### config.mk
export PLATFORM = sky130hd
export DESIGN_NAME = pin_verifier
export DESIGN_NICKNAME = d
export VERILOG_FILES = /design/src/rtl/atm_pkg.sv /design/src/rtl/atm_idle_timer.sv /design/src/rtl/pin_verifier.sv
export SDC_FILE = /design/constraint.sdc
export NUM_CORES = 1
export LEC_CHECK = 0
export ABC_AREA = 1
export CAP_MARGIN = 0
export CELL_PAD_IN_SITES_DETAIL_PLACEMENT = 0
export CELL_PAD_IN_SITES_GLOBAL_PLACEMENT = 2
export CORE_ASPECT_RATIO = 1.5
export CORE_MARGIN = 3
export CORE_UTILIZATION = 31
export DETAILED_ROUTE_END_ITERATION = 10
export PLACE_DENSITY = 0.95
export SETUP_SLACK_MARGIN = 0.3
export SYNTH_ARGS = -nofsm -noshare
export SYNTH_HDL_FRONTEND = slang
export SYNTH_HIERARCHICAL = 1
export SYNTH_SLANG_ARGS = --single-unit
### constraint.sdc
create_clock -name clk -period 3.5 [get_ports clk]
set_clock_uncertainty 0.1 [all_clocks]
set_input_delay 0.525 -clock clk [delete_from_list [all_inputs] [get_ports clk]]
set_output_delay 0.525 -clock clk [all_outputs]
set_load 0.03 [all_outputs]
### src/rtl/atm_pkg.sv
// rtl/atm_pkg.sv - shared key codes, FSM state encoding and defaults for the ATM front end
package atm_pkg;

  localparam logic [3:0] KEY_CLEAR = 4'hA;
  localparam logic [3:0] KEY_ENTER = 4'hB;

  localparam int DEF_PIN_DIGITS   = 4;
  localparam int DEF_MAX_ATTEMPTS = 3;

  typedef enum logic [2:0] {
    ST_IDLE    = 3'd0,
    ST_COLLECT = 3'd1,
    ST_CHECK   = 3'd2,
    ST_DONE    = 3'd3,
    ST_LOCKED  = 3'd4
  } pin_state_t;

  function automatic logic is_digit(input logic [3:0] code);
    return code <= 4'd9;
  endfunction

endpackage

### src/rtl/atm_idle_timer.sv
// rtl/atm_idle_timer.sv - inactivity counter with clear, enable and one-cycle expire
module atm_idle_timer #(
  parameter int TIMEOUT_CYCLES = 1000
) (
  input  logic clk,
  input  logic reset,
  input  logic clear_i,
  input  logic en_i,
  output logic expire_o
);

  localparam int TW = $clog2(TIMEOUT_CYCLES + 1);
  localparam logic [TW-1:0] LAST = TW'(TIMEOUT_CYCLES - 1);

  logic [TW-1:0] cnt_q, cnt_d;

  // Expire fires on the TIMEOUT_CYCLES-th enabled cycle after a clear.
  always_comb begin
    cnt_d = cnt_q;
    if (clear_i) begin
      cnt_d = '0;
    end else if (en_i && (cnt_q != LAST)) begin
      cnt_d = cnt_q + TW'(1);
    end
  end

  always_ff @(posedge clk) begin
    if (reset) begin
      cnt_q <= '0;
    end else begin
      cnt_q <= cnt_d;
    end
  end

  assign expire_o = en_i && !clear_i && (cnt_q == LAST);

endmodule

### src/rtl/pin_verifier.sv
// rtl/pin_verifier.sv - keypad PIN assembly, compare against stored PIN, attempt counting and lockout
module pin_verifier
  import atm_pkg::*;
#(
  parameter int PIN_DIGITS     = DEF_PIN_DIGITS,
  parameter int MAX_ATTEMPTS   = DEF_MAX_ATTEMPTS,
  parameter int TIMEOUT_CYCLES = 1000
) (
  input  logic                    clk,
  input  logic                    reset,
  input  logic                    card_inserted,
  input  logic                    key_valid,
  input  logic [3:0]              key_code,
  input  logic [4*PIN_DIGITS-1:0] stored_pin,
  output logic                    pin_valid,
  output logic                    pin_fail,
  output logic                    account_locked,
  output logic [1:0]              attempts_left,
  output logic [2:0]              digits_entered,
  output logic                    timeout_abort
);

  localparam int BW = 4 * PIN_DIGITS;
  localparam logic [2:0] PIN_CNT = 3'(PIN_DIGITS);
  localparam logic [1:0] ATT_MAX = 2'(MAX_ATTEMPTS);

  pin_state_t    state_q, state_d;
  logic [BW-1:0] buf_q, buf_d;
  logic [2:0]    cnt_q, cnt_d;
  logic [1:0]    att_q, att_d;
  logic          valid_q, valid_d;
  logic          fail_q, fail_d;
  logic          lock_q, lock_d;
  logic          tmo_q, tmo_d;

  logic key_acc;
  logic tmr_clear, tmr_en, tmr_expire;

  // Codes C-F are not accepted keys: they neither act nor restart the idle timer.
  assign key_acc = key_valid && (key_code <= KEY_ENTER);

  atm_idle_timer #(
    .TIMEOUT_CYCLES(TIMEOUT_CYCLES)
  ) u_idle_timer (
    .clk     (clk),
    .reset   (reset),
    .clear_i (tmr_clear),
    .en_i    (tmr_en),
    .expire_o(tmr_expire)
  );

  always_comb begin
    state_d   = state_q;
    buf_d     = buf_q;
    cnt_d     = cnt_q;
    att_d     = att_q;
    fail_d    = 1'b0;
    tmo_d     = 1'b0;
    tmr_clear = 1'b1;
    tmr_en    = 1'b0;

    if (!card_inserted) begin
      // Card removal wins over any key, ENTER or timeout in the same cycle.
      state_d = ST_IDLE;
      buf_d   = '0;
      cnt_d   = '0;
      att_d   = ATT_MAX;
    end else begin
      case (state_q)
        ST_IDLE: begin
          state_d = ST_COLLECT;
          buf_d   = '0;
          cnt_d   = '0;
          att_d   = ATT_MAX;
        end
        ST_COLLECT: begin
          tmr_en    = 1'b1;
          tmr_clear = key_acc;
          if (key_acc) begin
            if (is_digit(key_code)) begin
              if (cnt_q < PIN_CNT) begin
                buf_d = {buf_q[BW-5:0], key_code};
                cnt_d = cnt_q + 3'd1;
              end
            end else if (key_code == KEY_CLEAR) begin
              buf_d = '0;
              cnt_d = '0;
            end else begin
              state_d = ST_CHECK;
            end
          end else if (tmr_expire) begin
            tmo_d   = 1'b1;
            state_d = ST_IDLE;
            buf_d   = '0;
            cnt_d   = '0;
            att_d   = ATT_MAX;
          end
        end
        ST_CHECK: begin
          // A short entry can never match, even if the shifted buffer happens to equal stored_pin.
          if ((cnt_q == PIN_CNT) && (buf_q == stored_pin)) begin
            state_d = ST_DONE;
          end else if (att_q > 2'd1) begin
            att_d   = att_q - 2'd1;
            fail_d  = 1'b1;
            buf_d   = '0;
            cnt_d   = '0;
            state_d = ST_COLLECT;
          end else begin
            att_d   = 2'd0;
            state_d = ST_LOCKED;
          end
        end
        ST_DONE, ST_LOCKED: begin
          state_d = state_q;
        end
        default: begin
          state_d = ST_IDLE;
        end
      endcase
    end

    valid_d = (state_d == ST_DONE);
    lock_d  = (state_d == ST_LOCKED);
  end

  always_ff @(posedge clk) begin
    if (reset) begin
      state_q <= ST_IDLE;
      buf_q   <= '0;
      cnt_q   <= '0;
      att_q   <= ATT_MAX;
      valid_q <= 1'b0;
      fail_q  <= 1'b0;
      lock_q  <= 1'b0;
      tmo_q   <= 1'b0;
    end else begin
      state_q <= state_d;
      buf_q   <= buf_d;
      cnt_q   <= cnt_d;
      att_q   <= att_d;
      valid_q <= valid_d;
      fail_q  <= fail_d;
      lock_q  <= lock_d;
      tmo_q   <= tmo_d;
    end
  end

  assign pin_valid      = valid_q;
  assign pin_fail       = fail_q;
  assign account_locked = lock_q;
  assign attempts_left  = att_q;
  assign digits_entered = cnt_q;
  assign timeout_abort  = tmo_q;

endmodule

# After elaboration in Yosys (flattened, before gate mapping)
# Index checks and enable logic that the tools add are counted.
dict set report word_totals {
  wordCells 87
  regBits 38
  output_inout_bits 9
  in_bits 24
}
dict set report classes {
  reduce_logical 15
  n_addsub 3
  n_mux 35
  eq_ne 18
  bitwise 3
  magnitude_cmp 4
}
# op count
set ops {}
lappend ops {{$mux W16} 7}
lappend ops {{$pmux W16 S3} 1}
lappend ops {{$mux W3} 14}
lappend ops {{$eq A16 B16 Y1} 1}
lappend ops {{$pmux W3 S4} 1}
lappend ops {{$add A10 B1 Y10 const B} 1}
lappend ops {{$eq A10 B10 Y1 const B} 1}
lappend ops {{$ne A10 B10 Y1 const B} 1}
lappend ops {{$eq A3 B2 Y1 const B} 3}
lappend ops {{$eq A3 B3 Y1 const B} 3}
lappend ops {{$pmux W3 S3} 1}
lappend ops {{$le A4 B4 Y1 const B} 2}
lappend ops {{$mux W2} 4}
lappend ops {{$ne A2 B2 Y1 const B} 4}
lappend ops {{$ne A4 B4 Y1 const B} 2}
lappend ops {{$reduce_or A4 Y1} 2}
lappend ops {{$mux W1} 6}
lappend ops {{$pmux W2 S3} 1}
lappend ops {{$reduce_and A6 Y1} 1}
lappend ops {{$reduce_or A2 Y1} 3}
lappend ops {{$logic_and A1 B1 Y1} 5}
lappend ops {{$eq A4 B4 Y1 const B} 1}
lappend ops {{$reduce_and A4 Y1} 1}
lappend ops {{$add A3 B1 Y3 const B} 1}
lappend ops {{9 further kinds} 11}

# Longest topological paths before layout
# Gate-level depths: netlist (run 1).
dict set report depth {
  word_depth 12
  mapped_depth 16
  depth_no_buf 16
}

# By module
# Netlist (run 1), hierarchy kept.
# mod instances cells_per_inst area_per_inst_um2 seq_area_each_um2
set by_module_without_submodules {}
lappend by_module_without_submodules {pin_verifier 1 299 1781.7 560.5}
lappend by_module_without_submodules {atm_idle_timer 1 96 606.8 200.2}

# Least setup slack after synthesis (run 1)
# Ideal clock, no wire load.
dict set report synth_timing {
  path_type {register -> register}
  from {register state_q[0]}
  to {register buf_q[0]}
  setup_ns 0.110
  path_stages_with_launch 14
  slack_ns 1.156
  t_required_ns 3.290
  arrival_ns 2.134
  path_buffers 2
  period_less_slack_ns 2.344
  path_cell_list {dfxtp_1 -> nand3_2 -> nor2_1 -> buf_2 -> nand2_1 -> nor4_1 -> inv_1 -> nand3_1 -> nand3_2 -> a21oi_4 -> buf_2 -> nand4_1 -> nand2_1 -> nor2_1}
}
dict set report synth_via {
  elab_cells_between_ends 18
  cone_classes {eq/ne (7); mux (5); reduce/logical (6)}
}
# item line
set synth_rtl {}
lappend synth_rtl {{start, declared} pin_verifier.sv:27} ;# pin_state_t state_q, state_d;
lappend synth_rtl {{start signal, assigned} pin_verifier.sv:138} ;# state_q <= state_d;
lappend synth_rtl {{$eq A3 B1 Y1} pin_verifier.sv:69} ;# case (state_q)
lappend synth_rtl {{$mux W1} pin_verifier.sv:69}
lappend synth_rtl {{$mux W1} pin_verifier.sv:62} ;# if (!card_inserted) begin
lappend synth_rtl {{net tmr_en} pin_verifier.sv:37} ;# logic tmr_clear, tmr_en, tmr_expire;
lappend synth_rtl {{$logic_and A1 B1 Y1 (2 in series)} atm_idle_timer.sv:35} ;# assign expire_o = en_i && !clear_i && (cnt_q == LAST);
lappend synth_rtl {{net tmr_expire} pin_verifier.sv:37}
lappend synth_rtl {{$ne A3 B3 Y1 (no line)} --}
lappend synth_rtl {{$reduce_and A6 Y1 (no line)} --}
lappend synth_rtl {{end signal, assigned} pin_verifier.sv:139} ;# buf_q <= buf_d;
lappend synth_rtl {{end, declared} pin_verifier.sv:28} ;# logic [BW-1:0] buf_q, buf_d;
# The timed path passes the listed nets, and every way through them passes these cells.
# A chain may end at the register's enable or synchronous reset.

# Worst setup path in the final report (run 1)
dict set report layout_timing {
  from {input port key_code[2]}
  to {register buf_q[9]}
}
dict set report layout_via {
  elab_chain_cells 9
  elab_cells_between_ends 16
  cone_classes {order compare (2); eq/ne (4); mux (5); reduce/logical (5)}
}
# item line
set layout_rtl {}
lappend layout_rtl {{start, declared} pin_verifier.sv:13} ;# input logic [3:0] key_code,
lappend layout_rtl {{$le A4 B4 Y1} pin_verifier.sv:40} ;# assign key_acc = key_valid && (key_code <= KEY_ENTER);
lappend layout_rtl {{$logic_and A1 B1 Y1} pin_verifier.sv:40}
lappend layout_rtl {{$mux W1} pin_verifier.sv:69}
lappend layout_rtl {{$mux W1} pin_verifier.sv:62}
lappend layout_rtl {{net tmr_clear} pin_verifier.sv:37}
lappend layout_rtl {{$logic_not A1 Y1} atm_idle_timer.sv:35}
lappend layout_rtl {{$logic_and A1 B1 Y1 (2 in series)} atm_idle_timer.sv:35}
lappend layout_rtl {{net tmr_expire} pin_verifier.sv:37}
lappend layout_rtl {{$ne A3 B3 Y1 (no line)} --}
lappend layout_rtl {{$reduce_and A6 Y1 (no line)} --}
# The timed path passes the listed nets, and every way through them passes these cells.

==> results of run 1 <==
## per-layer routing
| layer | wire length (um) | global-route usage (%) |
|---|---|---|
| met5 | 0 | 0 |
| met4 | 87 | 4.75 |
| met3 | 167 | 2.05 |
| met2 | 2840 | 24.4 |
| met1 | 2520 | 14.9 |
## worst min path at each step
stage,start,to,slack [ns],cells past startpoint
final,attempts_left[0],attempts_left[0],0.40,2
after global routing,attempts_left[0],attempts_left[0],0.44,2
after CTS,attempts_left[0],attempts_left[0],0.41,2
after detailed placement,attempts_left[0],attempts_left[0],0.40,2
after global placement,u_idle_timer/cnt_q[9],u_idle_timer/cnt_q[9],0.41,2
after floorplan,u_idle_timer/cnt_q[4],u_idle_timer/cnt_q[4],0.37,2
## sequential cells by signal (all words and copies together), names as in the netlist
| signal | flops |
|---|---|
| buf_q | 16 |
| pin_valid | 1 |
| account_locked | 1 |
| attempts_left | 2 |
| u_idle_timer/cnt_q | 10 |
| state_q | 3 |
| pin_fail | 1 |
| digits_entered | 3 |
| timeout_abort | 1 |
## kinds of logic (layout without fill, tap and decap cells)
family	after synthesis	after routing	synth area share, %
buf+inv	81	116	13.9
fa+ha+maj	3	3	1.57
simple gates	249	249	45.8
flops	38	38	31.8
compound gates	18	18	4.71
xor+xnor	6	6	2.20
## layout by cell type, fill, tap and decap left out, types with 3 or more instances in the layout
cell,count
o21ai_0,7
nand2_1,124
clkdlybuf4s50_1,32
nand3_1,20
nor2_2,4
inv_2,9
nand4_1,23
dfxtp_1,38
nand3_2,3
buf_4,5
xnor2_1,3
xor2_1,3
inv_1,61
a21oi_1,6
nor2_1,65
ha_1,3
clkbuf_8,6
## cell type report
class | instances | area, um^2 | share of cell area (%)
multi-input cells | 276 | 1300 | 44.7
repair buffers | 37 | 358 | 12.3
flip-flops and latches | 38 | 761 | 26.3
clock buffers | 7 | 86.3 | 2.98
clock inverters | 1 | 5.00 | 0.173
well taps | 100 | 125 | 4.32
inverters | 71 | 267 | 9.20
## per-stage QoR
step | cells | setup WS (ns) | hold slack (ns) | utilization (%)
3_5_place_dp | 522 | 0.495 | 0.401 | 38.1
4_1_cts | 530 | 0.804 | 0.412 | 39.3
2_1_floorplan | 395 | 1.16 | 0.372 | -
6_report | 530 | 0.838 | 0.401 | 39.3
5_1_grt | 530 | 0.588 | 0.438 | 39.3
3_3_place_gp | 522 | 0.540 | 0.407 | 38.1
## critical path: stages
cell and delay (ns):
clkdlybuf4s50_1 0.52, nand2_1 0.09, nand2_1 0.18, nand2_1 0.11, inv_1 0.06, nand2_1 0.04, nor4_1 0.25, inv_1 0.11
nand3_1 0.11, nand3_2 0.08, a21oi_4 0.15, nand3_4 0.25, nand2_1 0.18, inv_2 0.03, nor2_1 0.10
## power by group
| part | internal [mW] | switching (mW) |
|---|---|---|
| Clock | 0.159 | 0.159 |
| Combinational | 0.0559 | 0.0679 |
| Sequential | 0.439 | 0.00582 |
==> summary.md, run 1 <==
| Metric | Value |
|---|---|
| RR Startpoint | `state_q[0]` |
| EDFF count, synth | `0` |
| Critical Path RT | `between 3 and 4 ns` |
| CTS root buf | `clkbuf_8` |
| Setup crit end kind | `flip-flop` |
| Syn-to-layout area delta | `21.3%` |
| FF-to-FF End | `buf_q[9]` |
| Routability cong. | `approximately 0.83` |
| Ant. Diodes | `0` |
| Count leader, synth | `nand2_1` |
| Status | `complete, no violations` |
| Area contributors post-synth | `dfxtp_1 32%, nand2_1 19%, nor2_1 10%, inv_1 9.6%, nand4_1 6.0%` |
| Flop2flop setup slack | `~1.1 ns` |
| Cts bufs inserted | `5` |
| Post-CTS Repair Setup Buffers | `0` |
| Setup Crit Path Kind | `in2reg` |
| DR vias | `2,333` |
| Clock buffer depth | `2` |
| Mapped Cells | `between 300 and 400` |
| Synthesized flop and latch total | `38` |
| Synth top area share | `around a third` |
| Hold/Removal Path Class | `reg2reg` |
| Final min period | `2.66 ns` |
| Die Span Y | `between 100 and 150 um` |
| Post-CTS Hold Buffers | `0` |
| Synth area leader | `dfxtp_1` |
| Peak supply drop | `0.000160 V` |
| Syn Area/Cell | `roughly 6 um^2` |
| Initial antenna violation count | `0` |
| RSZ-0062 raised after global routing | `no` |
| Slew headroom | `43.4%` |
| Worst-skew pair later-pin latency | `0.29 ns` |
| Post-Syn Nets | `roughly 420` |
| Final Hold Violating Endpoints | `0` |
| Crit path to | `buf_q[9]` |
| H-tree depth | `2` |
| Reg clk slew, reported paths | `~0.080 ns` |
| Vias in the first global route | `2,222` |
| Die Wd | `slightly below 80 um` |
| IO Pins | `33` |
| Post-route cell area | `0.00290 mm^2` |
| Synth top cells by count | `124 x nand2_1, 65 x nor2_1, 61 x inv_1` |
| Post-synthesis sequential area ratio | `31.8%` |
| Pwr Density | `around 300 mW/mm^2` |
| Total grt overflow | `0` |
| Max-slew violations | `0` |
| Layout Nets | `between 400 and 500` |
| Clock Sinks | `38` |
| FMAX | `around 0.38 GHz` |
| Top_reg_cell synth | `dfxtp_1` |
| TritonCTS clock tree | `yes` |
| Max Cap Violations | `0` |
| Core area | `~0.0074 mm^2` |
| Worst Setup SP | `key_code[2]` |
| Cell Area, Placed | `roughly 0.0028 mm^2` |
| Tot GR Track Use | `13.2%` |
| Post-detailed-routing wire length | `5.61 mm` |
| Count of input and output buffers | `32` |
| CP max FO | `25` |
| Leak | `1.36 nW` |
| Final setup fails | `0` |
| Starting Density | `roughly a third` |
| Global-route wire length before repair | `approximately 9.5 mm` |
| Fillers | `slightly above 800` |
| Arr. time, crit path | `~2.8 ns` |
| First DRT Iteration DRCs | `153` |
| Post-synthesis async set-or-reset flop share | `0%` |
| Worst Max-Slew Pin Slew | `between 0.8 and 0.9 ns` |
| Synthesized area | `around 0.0024 mm^2` |
| Synth warnings | `6` |
| Post-route setup TNS | `0 ns` |
| FP Rows | `38` |
| Die area | `approximately 0.0088 mm^2` |
| WL/cell | `about 11 um` |
| Resized Gates After CTS | `0` |
| Fin crit share | `76.0%` |
| Reg2Reg Depth | `13` |
| Pre-Repair DR Iteration Count | `4` |
| Post-layout power | `approximately 900 uW` |
| Crit path launch type | `input port` |
| Vias/cell | `4.40` |
| Largest net degree at the start of global routing | `26` |
| Distinct cells, synth | `29` |
| Final ANT Viol Nets | `0` |
| Layout cells sized above 1 | `under 10%` |
| DRC Markers | `0` |
| Post-DP HPWL | `between 4 and 5 mm` |
Note: power is estimated with default switching activity, not from simulation.
==> run 2: changes to the inputs <==
--- a/config.mk
+++ b/config.mk
@@ -11,9 +11,9 @@
 export CELL_PAD_IN_SITES_GLOBAL_PLACEMENT = 2
 export CORE_ASPECT_RATIO = 1.5
 export CORE_MARGIN = 3
-export CORE_UTILIZATION = 31
+export CORE_UTILIZATION = 29
 export DETAILED_ROUTE_END_ITERATION = 10
-export PLACE_DENSITY = 0.95
+export PLACE_DENSITY = 0.9
 export SETUP_SLACK_MARGIN = 0.3
 export SYNTH_ARGS = -nofsm -noshare
 export SYNTH_HDL_FRONTEND = slang
==> constraint.sdc (replaced) <==
create_clock -name clk -period 2.8 [get_ports clk]
set_clock_uncertainty 0.1 [all_clocks]
set_input_delay 0.42 -clock clk [delete_from_list [all_inputs] [get_ports clk]]
set_output_delay 0.42 -clock clk [all_outputs]
set_load 0.03 [all_outputs]
==> run 2 against run 1 <==
  * Utilization rose by 0.086 points
  * Final area rose by 6.2%
  * Via count rose by 4.7%
  * Final cell count rose by 2.1%
  * Die area rose by 6.4%
  * Sequential cell count did not move
  * Critical path type unchanged
  * Critical endpoint is now buf_q[11]
  * Highest routed layer unchanged
==> summary.md, run 2 (synthesized netlist as in run 1, its figures left out) <==
| Metric | Value |
|---|---|
| Largest regs | `buf_q: 16 flops, u_idle_timer/cnt_q: 10 flops` |
| CTS root buf | `clkbuf_16` |
| Worst path max stage delay | `0.50 ns (-0.02 ns)` |
| First DRT Iteration DRCs | `93 (-39%)` |
| Max Cap Violations | `0 (unchanged)` |
| Global-route wire length before repair | `10.1 mm (+5.4%)` |
| Max reg flops | `16 (unchanged)` |
| Status | `complete, no violations` |
| Largest net degree at the start of global routing | `26 (unchanged)` |
| Final min period | `approximately 2.3 ns` |
| Post-layout power | `1.26 mW (+42%)` |
| Layout Nets | `466 (+2.2%)` |
| Crit-path slowest cell | `clkdlybuf4s50_1` |
| Max-slew violations | `0 (unchanged)` |
| Crit path cell chain | `clkdlybuf4s50_1, nand2_2, nand2_2, nand2_2, inv_1, nand2_1, nor4_2, inv_1, nand3_1, nand3_2, a21oi_4, nand3_4, nand2_1, nand2_1, nor2_1` |
| Core area | `0.00781 mm^2 (+5.9%)` |
| IO Pins | `33 (unchanged)` |
| Clock buffer depth | `2 (unchanged)` |
| Vias in the first global route | `2,287 (+2.9%)` |
| Ant. Diodes | `0 (unchanged)` |
| Cell Area, Placed | `0.00286 mm^2 (+2.0%)` |
| Multi-input logic area | `0.00136 mm^2 (+4.9%)` |
| FMAX | `0.426 GHz` |
| Vias/cell | `4.51 (+2.5%)` |
| Placed Instances | `531 (+1.7%)` |
| Most flops, register | `buf_q` |
| Post-route setup TNS | `0 ns (unchanged)` |
| Total grt overflow | `0 (unchanged)` |
| Final Hold Violating Endpoints | `0 (unchanged)` |
| Post-route cell area | `0.00308 mm^2 (+6.2%)` |
| Post-CTS Repair Setup Buffers | `0 (unchanged)` |
| Most frequent cells in the layout | `119 x nand2_1, 62 x nor2_1, 61 x inv_1, 35 x dfxtp_1, 32 x clkdlybuf4s50_1` |
| Crit path launch type | `input port` |
| Tot GR Track Use | `13.6% (+0.44 points)` |
| Post-route insts no fill | `541 (+2.1%)` |
| Arr. time, crit path | `2.46 ns (-0.33 ns)` |
| Die area | `0.00938 mm^2 (+6.4%)` |
| Leak | `1.44 nW (+6.1%)` |
| FP Rows | `39 (+2.6%)` |
| DR vias | `2,442 (+4.7%)` |
| Starting Density | `30.6% (-1.8 points)` |
| Initial antenna violation count | `0 (unchanged)` |
| RSZ-0062 raised after global routing | `no` |
| Pre-Repair DR Iteration Count | `4 (unchanged)` |
| Commonest non-fill, non-tap cell in the layout | `nand2_1` |
| Cts bufs inserted | `5 (unchanged)` |
| Reg clk slew, reported paths | `0.06 ns (-0.02 ns)` |
| TritonCTS clock tree | `yes` |
| Fillers | `883 (+8.1%)` |
| Worst-skew pair later-pin latency | `0.27 ns (-0.02 ns)` |
| Worst Max-Slew Pin Slew | `0.463 ns (-0.386 ns)` |
| Die Span Y | `117 um (+3.2%)` |
| Count of input and output buffers | `32 (unchanged)` |
| Slew headroom | `69.0% (+26 points)` |
| Fin crit share | `a little over four fifths` |
| WL/cell | `11.5 um (+8.2%)` |
| Setup crit end kind | `flip-flop` |
| FF/Latch Area | `764 um^2 (+0.49%)` |
| Post-detailed-routing wire length | `6.20 mm (+10%)` |
| Routability cong. | `0.778 (-5.7%)` |
| DRC Markers | `0 (unchanged)` |
| Final Util | `39.4% (+0.086 points)` |
| Pwr Density | `411 mW/mm^2 (+34%)` |
| Final ANT Viol Nets | `0 (unchanged)` |
| Peak supply drop | `0.000282 V (+77%)` |
| Final setup fails | `0 (unchanged)` |
| Post-DP HPWL | `4.54 mm (+6.6%)` |
| Critical Path RT | `2.91 ns (-0.72 ns)` |
| H-tree depth | `2 (unchanged)` |
| Die Wd | `80.1 um (+3.1%)` |
| Syn-to-layout area delta | `28.8%` |
| Layout cells sized above 1 | `13.4% (+4.6 points)` |
| Clock Sinks | `38 (unchanged)` |
| Setup Crit Path Kind | `in2reg` |
| Hold/Removal Path Class | `reg2reg` |
| CP max FO | `7 (-72%)` |
-- run 2: per-stage QoR --
stage / worst slack (ns) / hold slack [ns]
finish: 0.454 / 0.407
CTS: 0.314 / 0.413
detailed placement: 0.0336 / 0.404
floorplan: 0.456 / 0.372
global route: 0.284 / 0.432
global placement: 0.115 / 0.398
-- run 2: final cells by class --
| cell class | instances | share of cell area (%) |
|---|---|---|
| inverters | 71 | 8.66 |
| clock buffers | 7 | 4.31 |
| multi-input cells | 278 | 44.2 |
| repair buffers | 45 | 13.8 |
| well taps | 102 | 4.15 |
| flip-flops and latches | 38 | 24.8 |
-- run 2: metal layers --
| metal | global-route usage, % | wire length, um |
|---|---|---|
| met5 | 0 | 0 |
| met3 | 2.53 | 183 |
| met4 | 4.96 | 111 |
| met1 | 14.8 | 2610 |
| met2 | 25.8 | 3300 |
-- run 2: worst paths after layout --
| check | end | cells after the start | slack (ns) | from |
|---|---|---|---|---|
| setup / recovery | buf_q[11] | 15 | 0.45 | key_code[2] |
| hold / removal | u_idle_timer/cnt_q[1] | 2 | 0.41 | u_idle_timer/cnt_q[1] |
| setup reg to reg | buf_q[11] | 13 | 0.50 | u_idle_timer/cnt_q[0] |
| hold reg to reg | u_idle_timer/cnt_q[1] | 2 | 0.41 | u_idle_timer/cnt_q[1] |
-- run 2: what timing repair did --
action | in CTS | in global routing
gates resized for setup | 0 | 19
hold buffers | 0 | 0
setup endpoints to repair | 0 | 19
-- run 2: power by group --
part           switching [mW]  internal (mW)  total, mW
clock network           0.207          0.326      0.533
logic                  0.0933         0.0803      0.174
registers             0.00774          0.550      0.557
total                   0.308          0.955       1.26
-- run 2: critical path: cells and delay by family --
kind | cells | cell delay (ns)
AND/OR/NAND/NOR | 11 | 1.08
buffers and inverters | 3 | 0.65
AO/OA/AOI/OAI | 1 | 0.30
